File: src/rtl/calc2_multiport_core_if.sv
// Requester/response bundle for calc2_multiport_core. Every vector is MSB-first
// ([0:N-1]) and port p owns the lowest-indexed slice belonging to it.
interface calc2_multiport_core_if #(
  parameter int NPORTS = 4,
  parameter int WIDTH  = 32,
  parameter int TAGW   = 2
);
  logic [0:NPORTS*4-1]     req_cmd_in;
  logic [0:NPORTS*WIDTH-1] req_data_in;
  logic [0:NPORTS*TAGW-1]  req_tag_in;
  logic [0:NPORTS-1]       req_ready;
  logic [0:NPORTS*2-1]     out_resp;
  logic [0:NPORTS*WIDTH-1] out_data;
  logic [0:NPORTS*TAGW-1]  out_tag;

  modport master (
    output req_cmd_in, req_data_in, req_tag_in,
    input  req_ready, out_resp, out_data, out_tag
  );

  modport slave (
    input  req_cmd_in, req_data_in, req_tag_in,
    output req_ready, out_resp, out_data, out_tag
  );
endinterface

File: src/rtl/calc2_multiport_core.sv
// NPORTS requesters feed per-port command FIFOs; a shared add unit and a shared
// shift unit drain them round-robin and return results to the issuing port.
module calc2_multiport_core #(
  parameter int NPORTS = 4,
  parameter int WIDTH  = 32,
  parameter int DEPTH  = 4,
  parameter int TAGW   = 2
) (
  input  logic                  c_clk,
  input  logic                  reset,
  calc2_multiport_core_if.slave bus
);
  localparam int PW  = $clog2(NPORTS);
  localparam int PW1 = PW + 1;
  localparam int AW  = $clog2(DEPTH);
  localparam int CW  = $clog2(DEPTH + 1);
  localparam int SHW = $clog2(WIDTH);

  localparam logic [3:0] CMD_NOP = 4'b0000;
  localparam logic [3:0] CMD_ADD = 4'b0001;
  localparam logic [3:0] CMD_SUB = 4'b0010;
  localparam logic [3:0] CMD_SHL = 4'b0101;
  localparam logic [3:0] CMD_SHR = 4'b0110;

  localparam logic [1:0] RESP_NONE = 2'b00;
  localparam logic [1:0] RESP_OK   = 2'b01;
  localparam logic [1:0] RESP_ERR  = 2'b10;

  typedef enum logic {ST_IDLE, ST_OP2} cap_state_t;

  typedef struct packed {
    logic [3:0]       cmd;
    logic [TAGW-1:0]  tag;
    logic [WIDTH-1:0] op1;
    logic [WIDTH-1:0] op2;
  } entry_t;

  // Returns {found, index}: first requester at or after ptr, wrapping.
  function automatic logic [PW:0] rr_pick(input logic [NPORTS-1:0] req,
                                          input logic [PW-1:0]     ptr);
    logic [PW:0]   pick;
    logic [PW:0]   sum;
    logic [PW-1:0] sel;
    pick = '0;
    for (int i = NPORTS - 1; i >= 0; i--) begin
      sum = {1'b0, ptr} + PW1'(i);
      if (sum >= PW1'(NPORTS)) sum = sum - PW1'(NPORTS);
      sel = sum[PW-1:0];
      if (req[sel]) pick = {1'b1, sel};
    end
    return pick;
  endfunction

  // FIFO heads as seen by the arbiters
  logic   [NPORTS-1:0] head_valid;
  logic   [NPORTS-1:0] head_is_shift;
  entry_t [NPORTS-1:0] head_entry;

  logic [NPORTS-1:0] add_gnt;
  logic [NPORTS-1:0] shf_gnt;
  logic              add_any;
  logic              shf_any;
  logic [PW-1:0]     add_sel;
  logic [PW-1:0]     shf_sel;

  logic [PW-1:0]     add_ptr_reg;
  logic [PW-1:0]     shf_ptr_reg;

  // Execution stage 1: operands captured in the grant cycle
  logic              add_vld_reg;
  logic [PW-1:0]     add_port_reg;
  entry_t            add_ent_reg;
  logic              shf_vld_reg;
  logic [PW-1:0]     shf_port_reg;
  logic [3:0]        shf_cmd_reg;
  logic [TAGW-1:0]   shf_tag_reg;
  logic [WIDTH-1:0]  shf_op1_reg;
  logic [SHW-1:0]    shf_amt_reg;

  // Execution stage 2 combinational results
  logic [1:0]        add_resp;
  logic [WIDTH-1:0]  add_data;
  logic [WIDTH:0]    add_sum;
  logic [WIDTH-1:0]  shf_data;

  always_comb begin
    {add_any, add_sel} = rr_pick(head_valid & ~head_is_shift, add_ptr_reg);
    {shf_any, shf_sel} = rr_pick(head_valid & head_is_shift, shf_ptr_reg);
  end

  always_ff @(posedge c_clk) begin
    if (reset) begin
      add_ptr_reg  <= '0;
      shf_ptr_reg  <= '0;
      add_vld_reg  <= 1'b0;
      add_port_reg <= '0;
      add_ent_reg  <= '0;
      shf_vld_reg  <= 1'b0;
      shf_port_reg <= '0;
      shf_cmd_reg  <= CMD_NOP;
      shf_tag_reg  <= '0;
      shf_op1_reg  <= '0;
      shf_amt_reg  <= '0;
    end else begin
      add_vld_reg <= add_any;
      shf_vld_reg <= shf_any;
      if (add_any) begin
        add_port_reg <= add_sel;
        add_ent_reg  <= head_entry[add_sel];
        add_ptr_reg  <= (add_sel == PW'(NPORTS - 1)) ? '0 : add_sel + 1'b1;
      end
      if (shf_any) begin
        shf_port_reg <= shf_sel;
        shf_cmd_reg  <= head_entry[shf_sel].cmd;
        shf_tag_reg  <= head_entry[shf_sel].tag;
        shf_op1_reg  <= head_entry[shf_sel].op1;
        shf_amt_reg  <= head_entry[shf_sel].op2[SHW-1:0];
        shf_ptr_reg  <= (shf_sel == PW'(NPORTS - 1)) ? '0 : shf_sel + 1'b1;
      end
    end
  end

  // Add unit also answers invalid commands with an error and echoed tag
  always_comb begin
    add_resp = RESP_ERR;
    add_data = '0;
    add_sum  = {1'b0, add_ent_reg.op1} + {1'b0, add_ent_reg.op2};
    case (add_ent_reg.cmd)
      CMD_ADD: begin
        if (!add_sum[WIDTH]) begin
          add_resp = RESP_OK;
          add_data = add_sum[WIDTH-1:0];
        end
      end
      CMD_SUB: begin
        if (add_ent_reg.op1 >= add_ent_reg.op2) begin
          add_resp = RESP_OK;
          add_data = add_ent_reg.op1 - add_ent_reg.op2;
        end
      end
      default: ;
    endcase
  end

  always_comb begin
    if (shf_cmd_reg == CMD_SHR) shf_data = shf_op1_reg >> shf_amt_reg;
    else                        shf_data = shf_op1_reg << shf_amt_reg;
  end

  generate
    for (genvar gi = 0; gi < NPORTS; gi++) begin : g_port
      cap_state_t       state_reg;
      logic [3:0]       cap_cmd_reg;
      logic [TAGW-1:0]  cap_tag_reg;
      logic [WIDTH-1:0] cap_op1_reg;

      entry_t           mem_reg [DEPTH];
      logic [AW-1:0]    wr_ptr_reg;
      logic [AW-1:0]    rd_ptr_reg;
      logic [CW-1:0]    count_reg;

      logic [1:0]       out_resp_reg;
      logic [WIDTH-1:0] out_data_reg;
      logic [TAGW-1:0]  out_tag_reg;

      logic [3:0]       cmd_in;
      logic [WIDTH-1:0] data_in;
      logic [TAGW-1:0]  tag_in;
      logic             ready;
      logic             push;
      logic             pop;
      logic             add_hit;
      logic             shf_hit;

      assign cmd_in  = bus.req_cmd_in[gi*4 +: 4];
      assign data_in = bus.req_data_in[gi*WIDTH +: WIDTH];
      assign tag_in  = bus.req_tag_in[gi*TAGW +: TAGW];

      assign ready = !reset && (state_reg == ST_IDLE) && (count_reg < CW'(DEPTH));
      assign push  = (state_reg == ST_OP2);
      assign pop   = add_gnt[gi] | shf_gnt[gi];

      assign head_valid[gi]    = (count_reg != '0);
      assign head_entry[gi]    = mem_reg[rd_ptr_reg];
      assign head_is_shift[gi] = (head_entry[gi].cmd == CMD_SHL) ||
                                 (head_entry[gi].cmd == CMD_SHR);

      assign add_gnt[gi] = add_any && (add_sel == PW'(gi));
      assign shf_gnt[gi] = shf_any && (shf_sel == PW'(gi));

      // Two-cycle capture: cmd/tag/op1 first, op2 on the following cycle
      always_ff @(posedge c_clk) begin
        if (reset) begin
          state_reg   <= ST_IDLE;
          cap_cmd_reg <= CMD_NOP;
          cap_tag_reg <= '0;
          cap_op1_reg <= '0;
        end else begin
          case (state_reg)
            ST_IDLE: begin
              if (ready && (cmd_in != CMD_NOP)) begin
                cap_cmd_reg <= cmd_in;
                cap_tag_reg <= tag_in;
                cap_op1_reg <= data_in;
                state_reg   <= ST_OP2;
              end
            end
            ST_OP2:  state_reg <= ST_IDLE;
            default: state_reg <= ST_IDLE;
          endcase
        end
      end

      always_ff @(posedge c_clk) begin
        if (push) mem_reg[wr_ptr_reg] <= {cap_cmd_reg, cap_tag_reg, cap_op1_reg, data_in};
      end

      always_ff @(posedge c_clk) begin
        if (reset) begin
          wr_ptr_reg <= '0;
          rd_ptr_reg <= '0;
          count_reg  <= '0;
        end else begin
          if (push) wr_ptr_reg <= (wr_ptr_reg == AW'(DEPTH - 1)) ? '0 : wr_ptr_reg + 1'b1;
          if (pop)  rd_ptr_reg <= (rd_ptr_reg == AW'(DEPTH - 1)) ? '0 : rd_ptr_reg + 1'b1;
          case ({push, pop})
            2'b10:   count_reg <= count_reg + 1'b1;
            2'b01:   count_reg <= count_reg - 1'b1;
            default: ;
          endcase
        end
      end

      // A port pops at most once per cycle, so at most one unit can hit it
      assign add_hit = add_vld_reg && (add_port_reg == PW'(gi));
      assign shf_hit = shf_vld_reg && (shf_port_reg == PW'(gi));

      always_ff @(posedge c_clk) begin
        if (reset) begin
          out_resp_reg <= RESP_NONE;
          out_data_reg <= '0;
          out_tag_reg  <= '0;
        end else if (add_hit) begin
          out_resp_reg <= add_resp;
          out_data_reg <= add_data;
          out_tag_reg  <= add_ent_reg.tag;
        end else if (shf_hit) begin
          out_resp_reg <= RESP_OK;
          out_data_reg <= shf_data;
          out_tag_reg  <= shf_tag_reg;
        end else begin
          out_resp_reg <= RESP_NONE;
          out_data_reg <= '0;
          out_tag_reg  <= '0;
        end
      end

      assign bus.req_ready[gi]                = ready;
      assign bus.out_resp[gi*2 +: 2]          = out_resp_reg;
      assign bus.out_data[gi*WIDTH +: WIDTH]  = out_data_reg;
      assign bus.out_tag[gi*TAGW +: TAGW]     = out_tag_reg;
    end
  endgenerate

endmodule
File: src/flat_wrapper.sv
// flat-port wrapper written by rule: the top's interface ports become plain ports
module calc2_multiport_core_flat 
#(
  parameter int NPORTS = 4,
  parameter int WIDTH  = 32,
  parameter int DEPTH  = 4,
  parameter int TAGW   = 2
)
  (c_clk, reset, bus_req_cmd_in, bus_req_data_in, bus_req_tag_in, bus_req_ready, bus_out_resp, bus_out_data, bus_out_tag);
  calc2_multiport_core_if #(.NPORTS(NPORTS), .WIDTH(WIDTH), .TAGW(TAGW)) bus_i ();
  input  logic c_clk;
  input  logic reset;
  input wire logic [$bits(bus_i.req_cmd_in)-1:0] bus_req_cmd_in;
  input wire logic [$bits(bus_i.req_data_in)-1:0] bus_req_data_in;
  input wire logic [$bits(bus_i.req_tag_in)-1:0] bus_req_tag_in;
  output wire logic [$bits(bus_i.req_ready)-1:0] bus_req_ready;
  output wire logic [$bits(bus_i.out_resp)-1:0] bus_out_resp;
  output wire logic [$bits(bus_i.out_data)-1:0] bus_out_data;
  output wire logic [$bits(bus_i.out_tag)-1:0] bus_out_tag;
  assign bus_i.req_cmd_in = bus_req_cmd_in;
  assign bus_i.req_data_in = bus_req_data_in;
  assign bus_i.req_tag_in = bus_req_tag_in;
  assign bus_req_ready = bus_i.req_ready;
  assign bus_out_resp = bus_i.out_resp;
  assign bus_out_data = bus_i.out_data;
  assign bus_out_tag = bus_i.out_tag;
  calc2_multiport_core #(.NPORTS(NPORTS), .WIDTH(WIDTH), .DEPTH(DEPTH), .TAGW(TAGW)) u_core (.c_clk(c_clk), .reset(reset), .bus(bus_i));
endmodule
File: config.mk
export PLATFORM = sky130hd
export DESIGN_NAME = calc2_multiport_core_flat
export DESIGN_NICKNAME = d
export VERILOG_FILES = /design/src/rtl/calc2_multiport_core_if.sv /design/src/rtl/calc2_multiport_core.sv /design/src/flat_wrapper.sv
export SDC_FILE = /design/constraint.sdc
export NUM_CORES = 2
export LEC_CHECK = 0
export ABC_AREA = 0
export ABC_CLOCK_PERIOD_IN_PS = 5600
export CORE_UTILIZATION = 35
export DETAILED_ROUTE_END_ITERATION = 16
export MAX_ROUTING_LAYER = met4
export SLEW_MARGIN = 25
export SYNTH_ARGS = -nofsm -noshare
export SYNTH_HDL_FRONTEND = slang
export SYNTH_SLANG_ARGS = --single-unit
File: constraint.sdc
create_clock -name c_clk -period 5.6 [get_ports c_clk]
set_input_delay 1.12 -clock c_clk [delete_from_list [all_inputs] [get_ports c_clk]]
set_output_delay 1.12 -clock c_clk [all_outputs]
set_load 0.02 [all_outputs]
# Word level (Yosys, flattened, before mapping)
# Memory sizes are Yosys's and may differ from the RTL's. A register that Yosys moved wholly into a read port is not among the register bits.
# Index checks and enable logic that the tools add are counted.
# totals
reg_bits	451
ramBits	1120
in_bits	154
output_inout_bits	148
elab_cells	325
mem_count	4
# classes
add_sub_neg	34
n_lt_le_gt_ge	23
eq_ne	39
shift	2
mux	105
n_bitwise	11
reduce_logical	53
# memory_table
memory	words	word_bits	rd	rd_ports_with_merged_regs	wr	line_no	text
u_core.g_port[0].mem_reg	4	70	1	1	1	calc2_multiport_core.sv:157	entry_t mem_reg [DEPTH];
u_core.g_port[1].mem_reg	4	70	1	1	1	calc2_multiport_core.sv:157	
u_core.g_port[2].mem_reg	4	70	1	1	1	calc2_multiport_core.sv:157	
u_core.g_port[3].mem_reg	4	70	1	1	1	calc2_multiport_core.sv:157	
# op_table
cell	n
$mux 32	11
$bmux 70 s2	2
$mux 70	2
$mux 2	40
$pmux 32 s2	1
$eq 2x2->1 const B	20
$eq 4x3->1 const B	9
$add 32x32->33	1
$ge 32x32->1	1
$shl 32x5->32	1
$shr 32x5->32	1
$sub 32x32->32	1
$lt 2x3->1 const B	10
$logic_and 1x1->1	28
$mux 1	24
$mux 3	8
$pmux 3 s2	4
$add 2x1->2 const B	10
$ge 3x3->1 const B	6
$bmux 1 s2	8
$eq 2x1->1 const B	8
$reduce_bool 4->1	4
$sub 2x1->2 const B	8
$add 2x2->3 const B	4
19 further kinds	55

# Depth between registers and ports, before layout
# logic_depth
word_depth	15
mapped_depth	21
mapped_depth_nobuf	15

# Least setup slack after synthesis
# No wires, ideal clock.
# synth_timing
kind	reg-to-reg
start	register with a tool-made name
end	register u_core.g_port[3].count_reg[2]
setup_time_ns	0.070
arrival_ns	4.194
required_ns	5.530
path_slack_ns	1.336
stages_incl_launch_ff	20
path_buffers	4
synth_period_minus_slack_ns	4.264
cell_sequence	dfxtp_1 > buf_2 > mux4_2 > xnor2_1 > o21ba_2 > a21o_1 > a21oi_1 > o22ai_2 > inv_2 > buf_2 > buf_1 > buf_2 > ha_1 > a22o_1 > ha_1 > inv_1 > fa_1 > xor2_1 > or3_1 > a21oi_1
# synth_lines
item	line_no	text
end signal: assignment	calc2_multiport_core.sv:227	2'b10: count_reg <= count_reg + 1'b1;
end signal: assignment	calc2_multiport_core.sv:228	2'b01: count_reg <= count_reg - 1'b1;
end: declaration	calc2_multiport_core.sv:160	logic [CW-1:0] count_reg;

# Final worst setup path
# layout_timing
start	register u_core.add_ent_reg[19] in the netlist's numbering
end	register u_core.g_port[3].out_data_reg[6]
# layout_between
elab_chain_cells	4
elab_cells_between_ends	6
classes_between	1 x add/sub; 1 x order compare; 4 x mux
# layout_lines
item	line_no	text
start: declaration	calc2_multiport_core.sv:72	entry_t add_ent_reg;
start signal: assignment	calc2_multiport_core.sv:109	add_ent_reg <= head_entry[add_sel];
$add 32x32->33 or $ge 32x32->1 (tied branches)	calc2_multiport_core.sv:127, calc2_multiport_core.sv:136	
$mux 32, on equally long branches	calc2_multiport_core.sv:130, calc2_multiport_core.sv:136	
$pmux 32 s2 *	calc2_multiport_core.sv:128	case (add_ent_reg.cmd)
$mux 32 *	calc2_multiport_core.sv:243	end else if (add_hit) begin
end signal: assignment	calc2_multiport_core.sv:245	out_data_reg <= add_data;
end signal: assignment	calc2_multiport_core.sv:249	out_data_reg <= shf_data;
end: declaration	calc2_multiport_core.sv:163	logic [WIDTH-1:0] out_data_reg;
# Mark *: on every way between the ends. The rest lies on a longest branch, timed or not.
# A chain may end at the register's enable or synchronous reset.

==> flow_summary_export.csv <==
group,metric,value,unit
logic_synthesis,syn_area_per_cell,13.71,µm²
timing,finalHoldViolCount,0,
grt,grt_pass1_wl,306000,µm
timing,tightest_slew,1.114,ns
logic_synthesis,synth_warnings,0,
drt,drt_iter0_drc,5262,
clock_network,path_clk_slew,0.06,ns
layout,area_delta_synth_final,16.52,%
timing,finalCritPeriodShare,0.7966,
placement,pre_cts_ws,1.201,ns
logic_synthesis,syn-instance-count,4888,
worst_setup_path,crit_type,"flip-flop to flip-flop",
drt,firstDrtPassIters,7,
logic_synthesis,async_flop_share,0,
floorplanning,rows,160,
worst_setup_path,cp-end-kind,"flip-flop",
grt,grt_usage,0.2264,
timing,fin_crit,4.461,ns
clock_network,clk_latency,0.84,ns
hold_path,hp-class,"flip-flop to flip-flop",
drt,num_vias,43790,
floorplanning,pin_count,302,
floorplanning,die_h,439.6,µm
logic_synthesis,synth_edf_count,1120,
logic_synthesis,synth_ff_type,"edfxtp_1",
clock_network,ctsHoldBuffers,0,
logic_synthesis,synth_area_leaders,"edfxtp_1 (50%), dfxtp_1 (14%), mux4_2 (11%)",
timing,maxSlewHeadroom,0.2548,
clock_network,ctsHtreeMaxLevel,4,
power,total_power,43.29,mW
placement,dpl_cell_area,72540,µm²
clock_network,post_cts_buffers,0,
worst_setup_path,path_max_fanout,23,
grt,overflow,0,
timing,setup_viol,0,
logic_synthesis,synth.ff_latch_count,1579,
drt,routed_via_density,5.639,
drt,ant_nets,0,
timing,rsz0062_at_grt,"false",
timing,setup_tns,0,ns
layout,final_area,78080,µm²
worst_setup_path,start_kind,"flip-flop",
floorplanning,core-area,190200,µm²
floorplanning,die-area,193200,µm²
worst_setup_path,worst-endpoint-required,6.20,ns
logic_synthesis,ys_top_cells_by_count,"edfxtp_1 (1120), nand2_1 (641), dfxtp_1 (459)",
layout,nets,5343,
logic_synthesis,synth.distinct_cells,86,
logic_synthesis,yosys.cell_count.top_type,"edfxtp_1",
grt,grt_pass1_vias,41410,
placement,port-buffer-count,301,
clock_network,clk_path_buf_depth,3,
flow_run,maxCapViolCount,0,
drt,drc,0,
grt,antenna_found_initial,25,
worst_setup_path,cp.arrival,5.06,ns
placement,gp_congestion,0.9559,
clock_network,cts_resized,0,
worst_setup_path,crit_path_end,"u_core.g_port[3].out_data_reg[6]",
clock_network,cts_buffers,164,
clock_network,cts.sinks,1579,
clock_network,cts_tree,"built",
power,leakage,25.93,nW
layout,largest_reg_flops,1120,
clock_network,clockRootBuffer,"clkbuf_16",
placement,dp_hpwl,151400,µm
drt,wl,216800,µm
drt,wl_per_cell,27.91,µm
layout,drive_above_1_share,0.1442,
timing,max_freq,224.2,MHz
outcome,run_status,"finished, final reports clean",
logic_synthesis,syn_nets,5138,
worst_setup_path,reg2reg_depth,12,
power,vdd_drop_max,0.5303,mV
worst_setup_path,crit_start,"u_core.add_ent_reg[19]",
floorplanning,die_w,439.6,µm
grt,grt_max_degree,77,
power,power.density,554.4,nW/µm²
timing,clock_skew,0.07005,ns
timing,worst_slack,1.139,ns
layout,finish.utilization,0.4105,
timing,finalMaxSlewViolations,0,
worst_setup_path,rr_startpoint,"u_core.add_ent_reg[19]",
worst_setup_path,timing.rr.end,"u_core.g_port[3].out_data_reg[6]",
worst_setup_path,reg2reg_setup_slack,1.14,ns
floorplanning,start_util,0.3523,
logic_synthesis,ys_seq_area_frac,0.6390,
logic_synthesis,synth_top_cell_by_area,"edfxtp_1",
logic_synthesis,netlist_area,67010,µm²
logic_synthesis,netlist.area_leader.share,0.5019,
[power by group]
group	switching, mW	leakage [nW]	internal (mW)	total (mW)
logic	11.8	9.18	5.59	17.4
registers	1.05	14.1	13.9	14.9
clock network	4.80	2.64	6.18	11.0
[layout by cell type (no fill, tap or decap), types with 15 or more instances in the layout]
master and n:
and2_4 16, o21ai_0 169, buf_4 81, nand3_1 120, ha_1 90, a21oi_1 263, o2bb2ai_1 16, o31ai_1 33
a2111oi_1 29, nand2_1 641, nor3b_1 15, nor2_1 328, o22ai_1 39, nor3_1 38, clkbuf_1 52, mux4_2 322
o221ai_1 19, clkbuf_8 23, nand2b_1 18, clkbuf_16 165, o22a_1 46, edfxtp_1 1120, a2111oi_2 15, dfxtp_1 447
a21o_1 24, or3_1 52, a22o_1 30, a2bb2o_1 28, inv_1 98, o211ai_1 32, mux2i_1 133, a31oi_1 25
diode_2 21, clkinv_2 20, a211oi_1 30, clkdlybuf4s50_1 300, o21ai_1 31
[critical path, stage by stage (launching register included)]
cell,delay [ns]
dfxtp_1,0.34
inv_1,0.07
ha_1,0.52
a21oi_1,0.26
o21ai_0,0.12
a2111oi_0,0.49
nor2_1,0.16
nor3_1,0.43
o32a_1,0.90
buf_4,0.31
o21ai_0,0.10
o22ai_1,0.35
o21ai_0,0.17
[metrics by stage]
stage / hold slack (ns) / cells
global route: 0.4880 / 7763
global placement: 0.4653 / 7437
floorplan: 0.4401 / 4888
finish: 0.4802 / 7766
CTS: 0.4783 / 7745
detailed placement: 0.4702 / 7438
[cell type report]
| class | instances | area [µm²] |
|---|---|---|
| Clock inverter | 67 | 849.6 |
| Timing Repair Buffer | 384 | 3666 |
| Multi-Input combinational cell | 2858 | 22470 |
| Tap cell | 2511 | 3142 |
| Antenna cell | 21 | 52.55 |
| Fill cell | 17410 | 112100 |
| Clock buffer | 240 | 4641 |
| Sequential cell | 1579 | 42850 |
| Inverter | 106 | 402.9 |
[worst min path at each step]
| stage | from | cells past startpoint | endpoint |
|---|---|---|---|
| finish | u_core.shf_cmd_reg[3] | 1 | u_core.shf_cmd_reg[3] |
| global route | u_core.shf_cmd_reg[3] | 1 | u_core.shf_cmd_reg[3] |
| CTS | u_core.shf_cmd_reg[3] | 1 | u_core.shf_cmd_reg[3] |
| detailed placement | u_core.shf_cmd_reg[3] | 1 | u_core.shf_cmd_reg[3] |
| global placement | u_core.shf_cmd_reg[3] | 1 | u_core.shf_cmd_reg[3] |
| floorplan | u_core.add_ent_reg[67] | 2 | u_core.add_ent_reg[67] |
[kinds of logic after synthesis]
kind of cell	Yosys count	synth area share
flip-flops	1579	0.6390
AO/OA/AOI/OAI	966	0.09831
buffers and inverters	451	0.02769
adder cells (fa/ha/maj)	96	0.01860
multiplexers	464	0.1296
XOR/XNOR	19	0.002483
AND/OR/NAND/NOR	1313	0.08427
[layer usage]
layer / global-route usage / up-vias / wire, µm
li1: - / 19080 / -
met1: 0.3016 / 22340 / 90130
met2: 0.3340 / 1988 / 98050
met3: 0.03999 / 388 / 17280
met4: 0.1095 / 0 / 11310
met5: - / - / 0
Power figures use the tool's default switching activity.
